$ cat config.mk
export PLATFORM = sky130hd
export DESIGN_NAME = pipe_bshifter
export DESIGN_NICKNAME = d
export VERILOG_FILES = /design/src/rtl/pipe_bshifter.sv
export SDC_FILE = /design/constraint.sdc
export NUM_CORES = 1
export LEC_CHECK = 0
export CAP_MARGIN = 20
export CORE_UTILIZATION = 25
export DETAILED_ROUTE_END_ITERATION = 10
export MAX_ROUTING_LAYER = met4
export PLACE_DENSITY = 0.52
export SYNTH_ARGS = -nofsm -noshare
export SYNTH_HDL_FRONTEND = slang
export SYNTH_HIERARCHICAL = 1
export SYNTH_SLANG_ARGS = --single-unit
export TNS_END_PERCENT = 5
$ cat constraint.sdc
create_clock -name clk -period 1.8 [get_ports clk]
set_input_delay 0.36 -clock clk [delete_from_list [all_inputs] [get_ports clk]]
set_output_delay 0.36 -clock clk [all_outputs]
set_load 0.02 [all_outputs]
$ cat src/rtl/pipe_bshifter.sv
// pipe_bshifter: parameterised, pipelined barrel shifter.
//
// Each of the SHW stages shifts by 2^k positions when bit k of the shift
// amount is set, then registers the result together with its sideband
// (amount, direction, mode, original sign bit, valid). All stages share one
// enable, so a stall at the output freezes the whole pipeline.
//
// Parameters:
//   WIDTH  data width, power of 2, >= 4
//   SHW    $clog2(WIDTH): shift-amount width and pipeline depth (derived)
//
// Ports:
//   clk, rst_n           clock (rising edge), async active-low reset
//   in_valid/in_ready    input handshake
//   in_data              operand
//   in_amt               shift amount 0..WIDTH-1
//   in_lr                0 = right, 1 = left
//   in_mode              00 rotate, 01 logical, 10 arithmetic, 11 = logical
//   out_valid/out_ready  output handshake
//   out_data             shifted result
//   out_zero             result is all zeros (only with BSH_ZERO_FLAG_EN)
//
// Optional feature macro: BSH_ZERO_FLAG_EN adds the registered out_zero flag.

module pipe_bshifter_stage #(
    parameter int WIDTH = 16,
    parameter int SHW   = 4,
    parameter int K     = 0
) (
    input  logic             clk,
    input  logic             rst_n,
    input  logic             i_en,
    input  logic             i_vld,
    input  logic [WIDTH-1:0] i_data,
    input  logic [SHW-1:0]   i_amt,
    input  logic             i_lr,
    input  logic [1:0]       i_mode,
    input  logic             i_sign,
    output logic             o_vld,
    output logic [WIDTH-1:0] o_data,
    output logic [SHW-1:0]   o_amt,
    output logic             o_lr,
    output logic [1:0]       o_mode,
    output logic             o_sign
`ifdef BSH_ZERO_FLAG_EN
    ,
    output logic             o_zero
`endif
);
    localparam int S = 1 << K;
    // Positions vacated by a right shift of S; filled with the sign bit
    // for arithmetic right shifts.
    localparam logic [WIDTH-1:0] HI_MASK = ~({WIDTH{1'b1}} >> S);

    logic [WIDTH-1:0] w_fill;
    logic [WIDTH-1:0] w_nxt;

    logic             r_vld;
    logic [WIDTH-1:0] r_data;
    logic [SHW-1:0]   r_amt;
    logic             r_lr;
    logic [1:0]       r_mode;
    logic             r_sign;

    always_comb begin
        w_fill = '0;
        if (i_mode == 2'b00)
            w_fill = i_lr ? (i_data >> (WIDTH - S)) : (i_data << (WIDTH - S));
        else if (i_mode == 2'b10 && !i_lr && i_sign)
            w_fill = HI_MASK;
        w_nxt = i_data;
        if (i_amt[K])
            w_nxt = (i_lr ? (i_data << S) : (i_data >> S)) | w_fill;
    end

    always_ff @(posedge clk or negedge rst_n) begin
        if (!rst_n) begin
            r_vld  <= 1'b0;
            r_data <= '0;
            r_amt  <= '0;
            r_lr   <= 1'b0;
            r_mode <= '0;
            r_sign <= 1'b0;
        end else if (i_en) begin
            // Bubbles advance too; their data is don't-care downstream.
            r_vld  <= i_vld;
            r_data <= w_nxt;
            r_amt  <= i_amt;
            r_lr   <= i_lr;
            r_mode <= i_mode;
            r_sign <= i_sign;
        end
    end

    assign o_vld  = r_vld;
    assign o_data = r_data;
    assign o_amt  = r_amt;
    assign o_lr   = r_lr;
    assign o_mode = r_mode;
    assign o_sign = r_sign;

`ifdef BSH_ZERO_FLAG_EN
    logic r_zero;
    always_ff @(posedge clk or negedge rst_n) begin
        if (!rst_n)
            r_zero <= 1'b0;
        else if (i_en)
            r_zero <= (w_nxt == '0);
    end
    assign o_zero = r_zero;
`endif
endmodule

module pipe_bshifter #(
    parameter int WIDTH = 16,
    parameter int SHW   = $clog2(WIDTH)
) (
    input  logic             clk,
    input  logic             rst_n,
    input  logic             in_valid,
    output logic             in_ready,
    input  logic [WIDTH-1:0] in_data,
    input  logic [SHW-1:0]   in_amt,
    input  logic             in_lr,
    input  logic [1:0]       in_mode,
    output logic             out_valid,
    input  logic             out_ready,
    output logic [WIDTH-1:0] out_data
`ifdef BSH_ZERO_FLAG_EN
    ,
    output logic             out_zero
`endif
);
    // Index 0 is the input side, index k+1 the output of stage k.
    logic [SHW:0]            w_vld_pipe;
    logic [SHW:0][WIDTH-1:0] w_data;
    logic [SHW:0][SHW-1:0]   w_amt;
    logic [SHW:0]            w_lr;
    logic [SHW:0][1:0]       w_mode;
    logic [SHW:0]            w_sign;
    logic                    w_en;

    // Global enable: only a held result at the output stops the pipe.
    assign w_en      = !(w_vld_pipe[SHW] && !out_ready);
    assign in_ready  = w_en;
    assign out_valid = w_vld_pipe[SHW];
    assign out_data  = w_data[SHW];

    assign w_vld_pipe[0] = in_valid;
    assign w_data[0]     = in_data;
    assign w_amt[0]      = in_amt;
    assign w_lr[0]       = in_lr;
    assign w_mode[0]     = in_mode;
    assign w_sign[0]     = in_data[WIDTH-1];

`ifdef BSH_ZERO_FLAG_EN
    logic [SHW-1:0] w_zero;
    logic           w_zero_unused;
    assign out_zero      = w_zero[SHW-1];
    // Only the final stage's flag is observable.
    assign w_zero_unused = ^w_zero[SHW-2:0];
`endif

    generate
        for (genvar k = 0; k < SHW; k++) begin : g_stage
            pipe_bshifter_stage #(
                .WIDTH (WIDTH),
                .SHW   (SHW),
                .K     (k)
            ) u_stage (
                .clk    (clk),
                .rst_n  (rst_n),
                .i_en   (w_en),
                .i_vld  (w_vld_pipe[k]),
                .i_data (w_data[k]),
                .i_amt  (w_amt[k]),
                .i_lr   (w_lr[k]),
                .i_mode (w_mode[k]),
                .i_sign (w_sign[k]),
                .o_vld  (w_vld_pipe[k+1]),
                .o_data (w_data[k+1]),
                .o_amt  (w_amt[k+1]),
                .o_lr   (w_lr[k+1]),
                .o_mode (w_mode[k+1]),
                .o_sign (w_sign[k+1])
`ifdef BSH_ZERO_FLAG_EN
                ,
                .o_zero (w_zero[k])
`endif
            );
        end
    endgenerate

    // The last stage's sideband has no consumer.
    logic w_unused;
    assign w_unused = ^{w_amt[SHW], w_lr[SHW], w_mode[SHW], w_sign[SHW]};
endmodule
==> results_dict.tcl, run 1 <==
set metrics [dict create \
    status "finished clean" \
    path_cells "clkdlybuf4s50_1" \
    max_slew_margin 0.424 \
    vias 3234 \
    final_common_cell "dfrtp_1" \
    drtPass1Iterations 4 \
    max_stage_delay_ps 630 \
    clock_sink_count 86 \
    setup_viol 0 \
    fin_setup_tns_ps 0 \
    yosys_warnings 6 \
    crit_end "out_valid" \
    crit_type "reg2out" \
    whs_ps 468 \
    clk_pin_slew_ps 60 \
    cts_setup_buffers 0 \
    fin_ws_ps 73.7 \
    n_antenna_cell 0 \
    pwr_density_cell_nw_per_um2 1670 \
    start_util 0.256 \
    postLayoutCoreUtil 0.310 \
    maxSlewViolCount 0 \
    place.gp.congestion 0.775 \
    grt_max_degree 44 \
    die_x_um 138 \
    p_leak_nw 2.29 \
    gr-total-overflow 0 \
    final.period_utilization 0.959 \
    final_hold_viol_count 0 \
    crit_family "buffers and inverters" \
    drcViolationCount 0 \
    path_depth 1 \
    cts_root_buffer "clkbuf_16" \
    critPathLaunchType "flop" \
    ant_nets 0 \
    numCtsBuffers 9 \
    synthCells 431 \
    ioPinCount 45 \
    htreeDepth 3 \
    cp.buffers_inverters 1 \
    r2r_setup_slack_ps 230 \
    fmax_ghz 0.579 \
    vdd_ir_drop_max_mv 0.908 \
    dpl_worst_slack_ps -139 \
    final_cell_mix "dfrtp_1 (85), nor2_1 (59), mux2_2 (53)" \
    crit_slowest_cell "clkdlybuf4s50_1" \
    worst_pin_slew_ps 863 \
    finalNetCount 494 \
    r2r_cells 2 \
    r2r_start "g_stage[0].u_stage/o_amt[1]$_DFFE_PN0P_" \
    die_h_um 138 \
    drive_gt1_frac 0.214 \
    wl_mm 9.93 \
    max-clock-path-buffers 2 \
    r2r_end "g_stage[1].u_stage/o_data[3]$_DFFE_PN0P_" \
    netlist_area_um2 4610 \
    syn_avg_cell_area_um2 10.7 \
    fin_crit_ps 1730 \
    grt_pass1_vias 3206 \
    drt-initial-drc-count 171 \
    routed_via_density 4.61 \
    end_kind "output port" \
    numPortBuffers 44 \
    antenna_found_initial 0 \
    worst_ep_required_time_ps 1440 \
    rsz0062_at_grt "false" \
    syn_nets 458 \
    core.rowCount 49 \
    grt_usage 0.118 \
    dieArea_um2 19000 \
    finalClockSkew_ps 5.54 \
    startpoint "g_stage[3].u_stage/o_vld$_DFFE_PN0P_" \
    clk_latency_ps 340 \
    hold_class "in2async" \
    maxCapViolations 0 \
    area_growth_pct 21.4 \
    crit_arrival_ps 1370 \
    grt_first_pass_wirelength_mm 16.7 \
    cts_tree "yes" \
    hpwl_mm 7.26 \
    wl_per_cell_um 14.2 \
    path_max_fanout 3 \
    core-area_um2 18000 \
]
[area by class of cell]
class | count | area, um^2
fillers | 1852 | 12400
multi-input cells | 293 | 2160
flip-flops and latches | 86 | 2150
repair buffers | 60 | 634
well taps | 229 | 287
clock buffers | 9 | 225
clock inverters | 7 | 73.8
inverters | 17 | 63.8
[flip-flops by register name, summed over array words and instances, names as in the netlist]
register	count
g_stage.u_stage/o_mode	6
g_stage.u_stage/o_data	64
g_stage.u_stage/o_sign	3
g_stage.u_stage/o_vld	4
g_stage.u_stage/o_amt	6
g_stage.u_stage/o_lr	3
[timing repair]
action | 4_1_cts | 5_1_grt
hold buffers | 1 | 0
endpoints found under the setup margin | 1 | 2
resized for setup | 1 | 1
endpoints found under the hold margin | 23 | 0
[per-layer routing]
metal	track usage	vias to the layer above	wire, um	part of all wire
met5	-	-	0	0
met4	0.0308	0	114	0.011
met3	0.0342	16	340	0.034
met2	0.172	70	4280	0.43
met1	0.159	1522	5190	0.52
li1	-	1626	-	-
[through the flow]
step / area [um^2] / cells / total power [mW]
6_report: 5600 / 701 / 9.34
5_1_grt: 5600 / 701 / 10.1
4_1_cts: 5590 / 701 / 9.45
3_5_place_dp: 5290 / 684 / 7.56
3_3_place_gp: 5290 / 684 / 7.44
2_1_floorplan: 4610 / 431 / 6.32
[worst min path at each step]
stage,slack (ps),endpoint,depth (start not counted)
6_report,470,g_stage[2].u_stage/o_data[4]$_DFFE_PN0P_,2
5_1_grt,490,g_stage[3].u_stage/o_data[12]$_DFFE_PN0P_,2
4_1_cts,480,g_stage[2].u_stage/o_data[4]$_DFFE_PN0P_,2
3_5_place_dp,300,g_stage[3].u_stage/o_data[12]$_DFFE_PN0P_,1
3_3_place_gp,300,g_stage[3].u_stage/o_data[4]$_DFFE_PN0P_,1
2_1_floorplan,60,g_stage[0].u_stage/o_amt[1]$_DFFE_PN0P_,0
[power by group]
part           internal, mW  leakage (nW)  switching (mW)  total [mW]
registers              2.79         0.984           0.912        3.70
logic                  1.97          1.16            1.82        3.79
clock network          1.08         0.146           0.762        1.84
total                  5.84          2.29            3.50        9.34
Note: power is estimated with default switching activity, not from simulation.
==> run 2, diff against run 1 <==
--- a/config.mk
+++ b/config.mk
@@ -5,6 +5,7 @@
 export SDC_FILE = /design/constraint.sdc
 export NUM_CORES = 1
 export LEC_CHECK = 0
+export ABC_AREA = 1
 export CAP_MARGIN = 20
 export CORE_UTILIZATION = 25
 export DETAILED_ROUTE_END_ITERATION = 10
==> run 2 against run 1 <==
Effect of this change:
- global-route usage grew 1.0 points
- register-to-register slack gained 170 ps
- routed wire length grew 15%
- sequential cell count is the same
- clock skew grew 1.1 ps
- power grew 1.8%
- clock-buffer cell count is the same
- cell count grew 35%
- sequential power shrank 5.9%
==> results_dict.tcl, run 2 <==
set metrics [dict create \
    status "finished clean" \
    rsz0062_at_grt "false" \
    grt_first_pass_wirelength_mm 20.2 \
    cts_root_buffer "clkbuf_16" \
    dpl_worst_slack_ps -102 \
    fin_ws_ps 114 \
    postLayoutCoreUtil 0.306 \
    ioPinCount 45 \
    place.gp.congestion 0.846 \
    ant_nets 0 \
    finalNetCount 702 \
    final_common_cell "nand2_1" \
    r2r_cells 7 \
    die_h_um 143 \
    synthCells 631 \
    fmax_ghz 0.593 \
    path_max_fanout 3 \
    dp_cells 928 \
    fin_setup_tns_ps 0 \
    setup_viol 0 \
    worst_pin_slew_ps 336 \
    pwr_density_cell_nw_per_um2 1600 \
    cts_tree "yes" \
    dieArea_um2 20400 \
    die_x_um 143 \
    drtPass1Iterations 4 \
    crit_slowest_cell "clkdlybuf4s50_1" \
    drcViolationCount 0 \
    max_stage_delay_ps 610 \
    path_depth 1 \
    core-area_um2 19500 \
    start_util 0.255 \
    area_growth_pct 20.2 \
    vias 3990 \
    whs_ps 425 \
    critPathLaunchType "flop" \
    hold_class "in2async" \
    p_leak_nw 2.89 \
    htreeDepth 3 \
    max-clock-path-buffers 2 \
    placed_area_um2 5650 \
    numCtsBuffers 9 \
    maxCapViolations 0 \
    max_slew_margin 0.776 \
    worst_ep_required_time_ps 1440 \
    routed_via_density 4.22 \
    r2r_end "g_stage[1].u_stage/o_data[2]$_DFFE_PN0P_" \
    syn_avg_cell_area_um2 7.85 \
    grt_pass1_vias 4004 \
    final_cell_mix "nand2_1 (251), dfrtp_1 (86), inv_1 (64)" \
    core.rowCount 51 \
    grt_usage 0.128 \
    final_hold_viol_count 0 \
    cp.buffers_inverters 1 \
    largest_register_ffs 64 \
    final.period_utilization 0.937 \
    finalClockSkew_ps 6.65 \
    yosys_warnings 6 \
    cts_setup_buffers 0 \
    maxSlewViolCount 0 \
    clk_pin_slew_ps 60 \
    stdcell_count 945 \
    clk_latency_ps 340 \
    crit_arrival_ps 1330 \
    wl_per_cell_um 12.1 \
    crit_type "reg2out" \
    crit_family "buffers and inverters" \
    vdd_ir_drop_max_mv 0.516 \
    power.total_mw 9.51 \
    grt_max_degree 41 \
    n_antenna_cell 0 \
    r2r_setup_slack_ps 400 \
    antenna_found_initial 0 \
    hpwl_mm 8.35 \
    wl_mm 11.4 \
    clock_sink_count 86 \
    end_kind "output port" \
    design_area_um2 5950 \
    netlist_area_um2 4950 \
    numPortBuffers 44 \
    drive_gt1_frac 0.153 \
    r2r_start "g_stage[3].u_stage/o_vld$_DFFE_PN0P_" \
    gr-total-overflow 0 \
    fin_crit_ps 1690 \
    syn_nets 658 \
    drt-initial-drc-count 263 \
    path_cells "clkdlybuf4s50_1" \
]
-- run 2: cell count changes in the layout (fill, tap and decap cells not counted), sizes merged, moves of 6 or more --
| cell | before | now |
|---|---|---|
| a211oi | 8 | 0 |
| a221oi | 6 | 0 |
| a31oi | 7 | 0 |
| inv | 18 | 76 |
| mux2 | 57 | 0 |
| mux2i | 34 | 0 |
| nand2 | 10 | 258 |
| nand3 | 9 | 43 |
| nor2 | 59 | 34 |
| nor4b | 6 | 0 |
| o211ai | 0 | 34 |
| o22ai | 15 | 0 |
-- run 2: power by group --
part / internal [mW] / total [mW] / switching (mW)
combinational: 1.66 / 4.16 / 2.50
clock: 1.08 / 1.87 / 0.790
sequential: 2.78 / 3.48 / 0.701
-- run 2: layout make-up --
type,instances,area (um^2)
Fill cell,2133,13500
Multi-Input combinational cell,437,2190
Sequential cell,86,2150
Timing Repair Buffer,65,672
Tap cell,265,332
Inverter,76,313
Clock buffer,9,225
Clock inverter,7,73.8
-- run 2: worst max path at each step --
stage | startpoint | to
after detailed placement | out_ready | in_ready
after global placement | out_ready | in_ready
final | g_stage[3].u_stage/o_vld$_DFFE_PN0P_ | out_valid
after floorplan | g_stage[3].u_stage/o_vld$_DFFE_PN0P_ | g_stage[0].u_stage/o_data[2]$_DFFE_PN0P_
after global routing | g_stage[3].u_stage/o_vld$_DFFE_PN0P_ | out_valid
after CTS | g_stage[3].u_stage/o_vld$_DFFE_PN0P_ | out_valid
-- run 2: repair_timing --
action / CTS / global route
endpoints found under the hold margin: 11 / 0
hold buffers: 1 / 0
setup endpoints to repair: 1 / 0
resized for setup: 1 / 0
-- run 2: layer usage --
layer,track usage,share of wire,routed length [um],vias to the layer above
met5,-,0,0,-
met4,0.0328,0.0092,105,0
met3,0.0272,0.032,370,10
met2,0.194,0.45,5100,62
met1,0.173,0.51,5850,1833
li1,-,-,-,2085
==> run 3, diff against run 2 <==
--- a/config.mk
+++ b/config.mk
@@ -10,7 +10,7 @@
 export CORE_UTILIZATION = 25
 export DETAILED_ROUTE_END_ITERATION = 10
 export MAX_ROUTING_LAYER = met4
-export PLACE_DENSITY = 0.52
+export PLACE_DENSITY_LB_ADDON = 0.08
 export SYNTH_ARGS = -nofsm -noshare
 export SYNTH_HDL_FRONTEND = slang
 export SYNTH_HIERARCHICAL = 1
==> run 3 against run 2 <==
Effect of this change:
- clock skew up 0.83 ps
- via count up 1.4%
- clock power increased by 3%
- critical endpoint unchanged
- power rose by 0.33%
- critical path depth unchanged
- clock-buffer cell count grew 4
- cell count is 0.32% lower
- global-route usage up 1.5 points
- combinational power about the same
- sequential power hardly changed
- non-clock buffer count shrank 3
- maximum frequency decreased by 0.42%
==> results_dict.tcl, run 3 (same netlist as run 2, synthesis figures left out) <==
set metrics [dict create \
    met3_usage 0.0195 \
    grt_pass1_vias 4171 \
    numPortBuffers 44 \
    start_util 0.255 \
    worst_pin_slew_ps 503 \
    dp_cells 925 \
    grt_max_degree 29 \
    grt_usage 0.143 \
    drcViolationCount 0 \
    clk_latency_ps 350 \
    crit_arrival_ps 1330 \
    stdcell_count 942 \
    drt-initial-drc-count 169 \
    final.period_utilization 0.940 \
    top_usage_layer "met2" \
    design_area_um2 5900 \
    gr-total-overflow 0 \
    status "finished clean" \
    drtPass1Iterations 4 \
    critPathLaunchType "flop" \
    antenna_found_initial 0 \
    hpwl_mm 9.73 \
    vias 4045 \
    grt_first_pass_wirelength_mm 21.9 \
    ioPinCount 45 \
    place.gp.congestion 0.787 \
    end_kind "output port" \
    final_cell_mix "nand2_1 (251), dfrtp_1 (86), inv_1 (64)" \
    ant_nets 0 \
    rsz0062_at_grt "false" \
    postLayoutCoreUtil 0.303 \
    setup_viol 0 \
    largest_register_ffs 64 \
    die_x_um 143 \
    crit_type "reg2out" \
    hold_class "in2async" \
    clock_sink_count 86 \
    crit_slowest_cell "clkdlybuf4s50_1" \
    grt_util_met2 0.233 \
    fmax_ghz 0.591 \
    max_stage_delay_ps 610 \
    max-clock-path-buffers 2 \
    die_h_um 143 \
    worst_ep_required_time_ps 1440 \
    final_hold_viol_count 0 \
    finalNetCount 699 \
    drive_gt1_frac 0.146 \
    path_max_fanout 3 \
    cts_root_buffer "clkbuf_16" \
    htreeDepth 3 \
    pwr_density_cell_nw_per_um2 1620 \
    vdd_ir_drop_max_mv 0.457 \
    p_leak_nw 2.86 \
    maxSlewViolCount 0 \
    finalClockSkew_ps 7.47 \
    fin_crit_ps 1690 \
    n_antenna_cell 0 \
    fin_setup_tns_ps 0 \
    final_common_cell "nand2_1" \
    maxCapViolations 0 \
    dieArea_um2 20400 \
    routed_via_density 4.29 \
    numCtsBuffers 9 \
    area_growth_pct 19.0 \
    core-area_um2 19500 \
    path_cells "clkdlybuf4s50_1" \
    fill_cells 2125 \
    whs_ps 459 \
    max_slew_margin 0.664 \
    crit_family "buffers and inverters" \
    cts_setup_buffers 0 \
    core.rowCount 51 \
    wl_per_cell_um 13.6 \
    placed_area_um2 5590 \
    clk_pin_slew_ps 70 \
    grtUsageMet1 0.179 \
    wl_mm 12.8 \
    cts_tree "yes" \
    cp.buffers_inverters 1 \
]
run 3: changes by cell type in the layout (fill, tap and decap cells not counted):
cell / change
clkinv_2: -1
clkbuf_1: +2
clkbuf_8: +2
buf_12: -3
clkinv_4: -2
inv_6: -1
run 3: timing repair:
item	4_1_cts	5_1_grt
setup endpoints to repair	1	0
endpoints found under the hold margin	19	0
hold buffers	1	0
resized for setup	1	0
run 3: worst paths after layout:
path / startpoint / to / slack [ps] / depth (start not counted)
max in group asynchronous: rst_n / g_stage[1].u_stage/o_data[8]$_DFFE_PN0P_ / 720 / 3
min reg2reg: g_stage[2].u_stage/o_vld$_DFFE_PN0P_ / g_stage[2].u_stage/o_vld$_DFFE_PN0P_ / 470 / 2
min in group clk: g_stage[2].u_stage/o_vld$_DFFE_PN0P_ / g_stage[2].u_stage/o_vld$_DFFE_PN0P_ / 470 / 2
min: rst_n / g_stage[3].u_stage/o_data[10]$_DFFE_PN0P_ / 460 / 2
max: g_stage[3].u_stage/o_vld$_DFFE_PN0P_ / out_valid / 110 / 1
max reg2reg: g_stage[3].u_stage/o_vld$_DFFE_PN0P_ / g_stage[1].u_stage/o_data[7]$_DFFE_PN0P_ / 320 / 6
run 3: layout make-up:
| class | instances | area (um^2) | share of cell area |
|---|---|---|---|
| well taps | 265 | 332 | 0.0562 |
| multi-input cells | 437 | 2190 | 0.371 |
| inverters | 76 | 313 | 0.0530 |
| clock buffers | 13 | 260 | 0.0441 |
| repair buffers | 62 | 612 | 0.104 |
| clock inverters | 3 | 42.5 | 0.00721 |
| flip-flops and latches | 86 | 2150 | 0.365 |
run 3: power breakdown:
part	switching, mW	leakage [nW]	internal [mW]
sequential	0.699	1.04	2.78
clock	0.783	0.146	1.15
combinational	2.55	1.67	1.58
run 3: metrics by stage:
stage,power (mW),setup WS [ps]
after floorplan,6.45,364
after global placement,7.68,-136
after detailed placement,7.72,-124
after CTS,9.70,79.8
after global routing,10.4,45.2
final,9.54,107
run 3: layer usage:
| metal | up-vias | wire length, um |
|---|---|---|
| met2 | 81 | 6110 |
| met1 | 1865 | 6130 |
| met3 | 14 | 349 |
| met5 | - | 0 |
| li1 | 2085 | - |
| met4 | 0 | 205 |
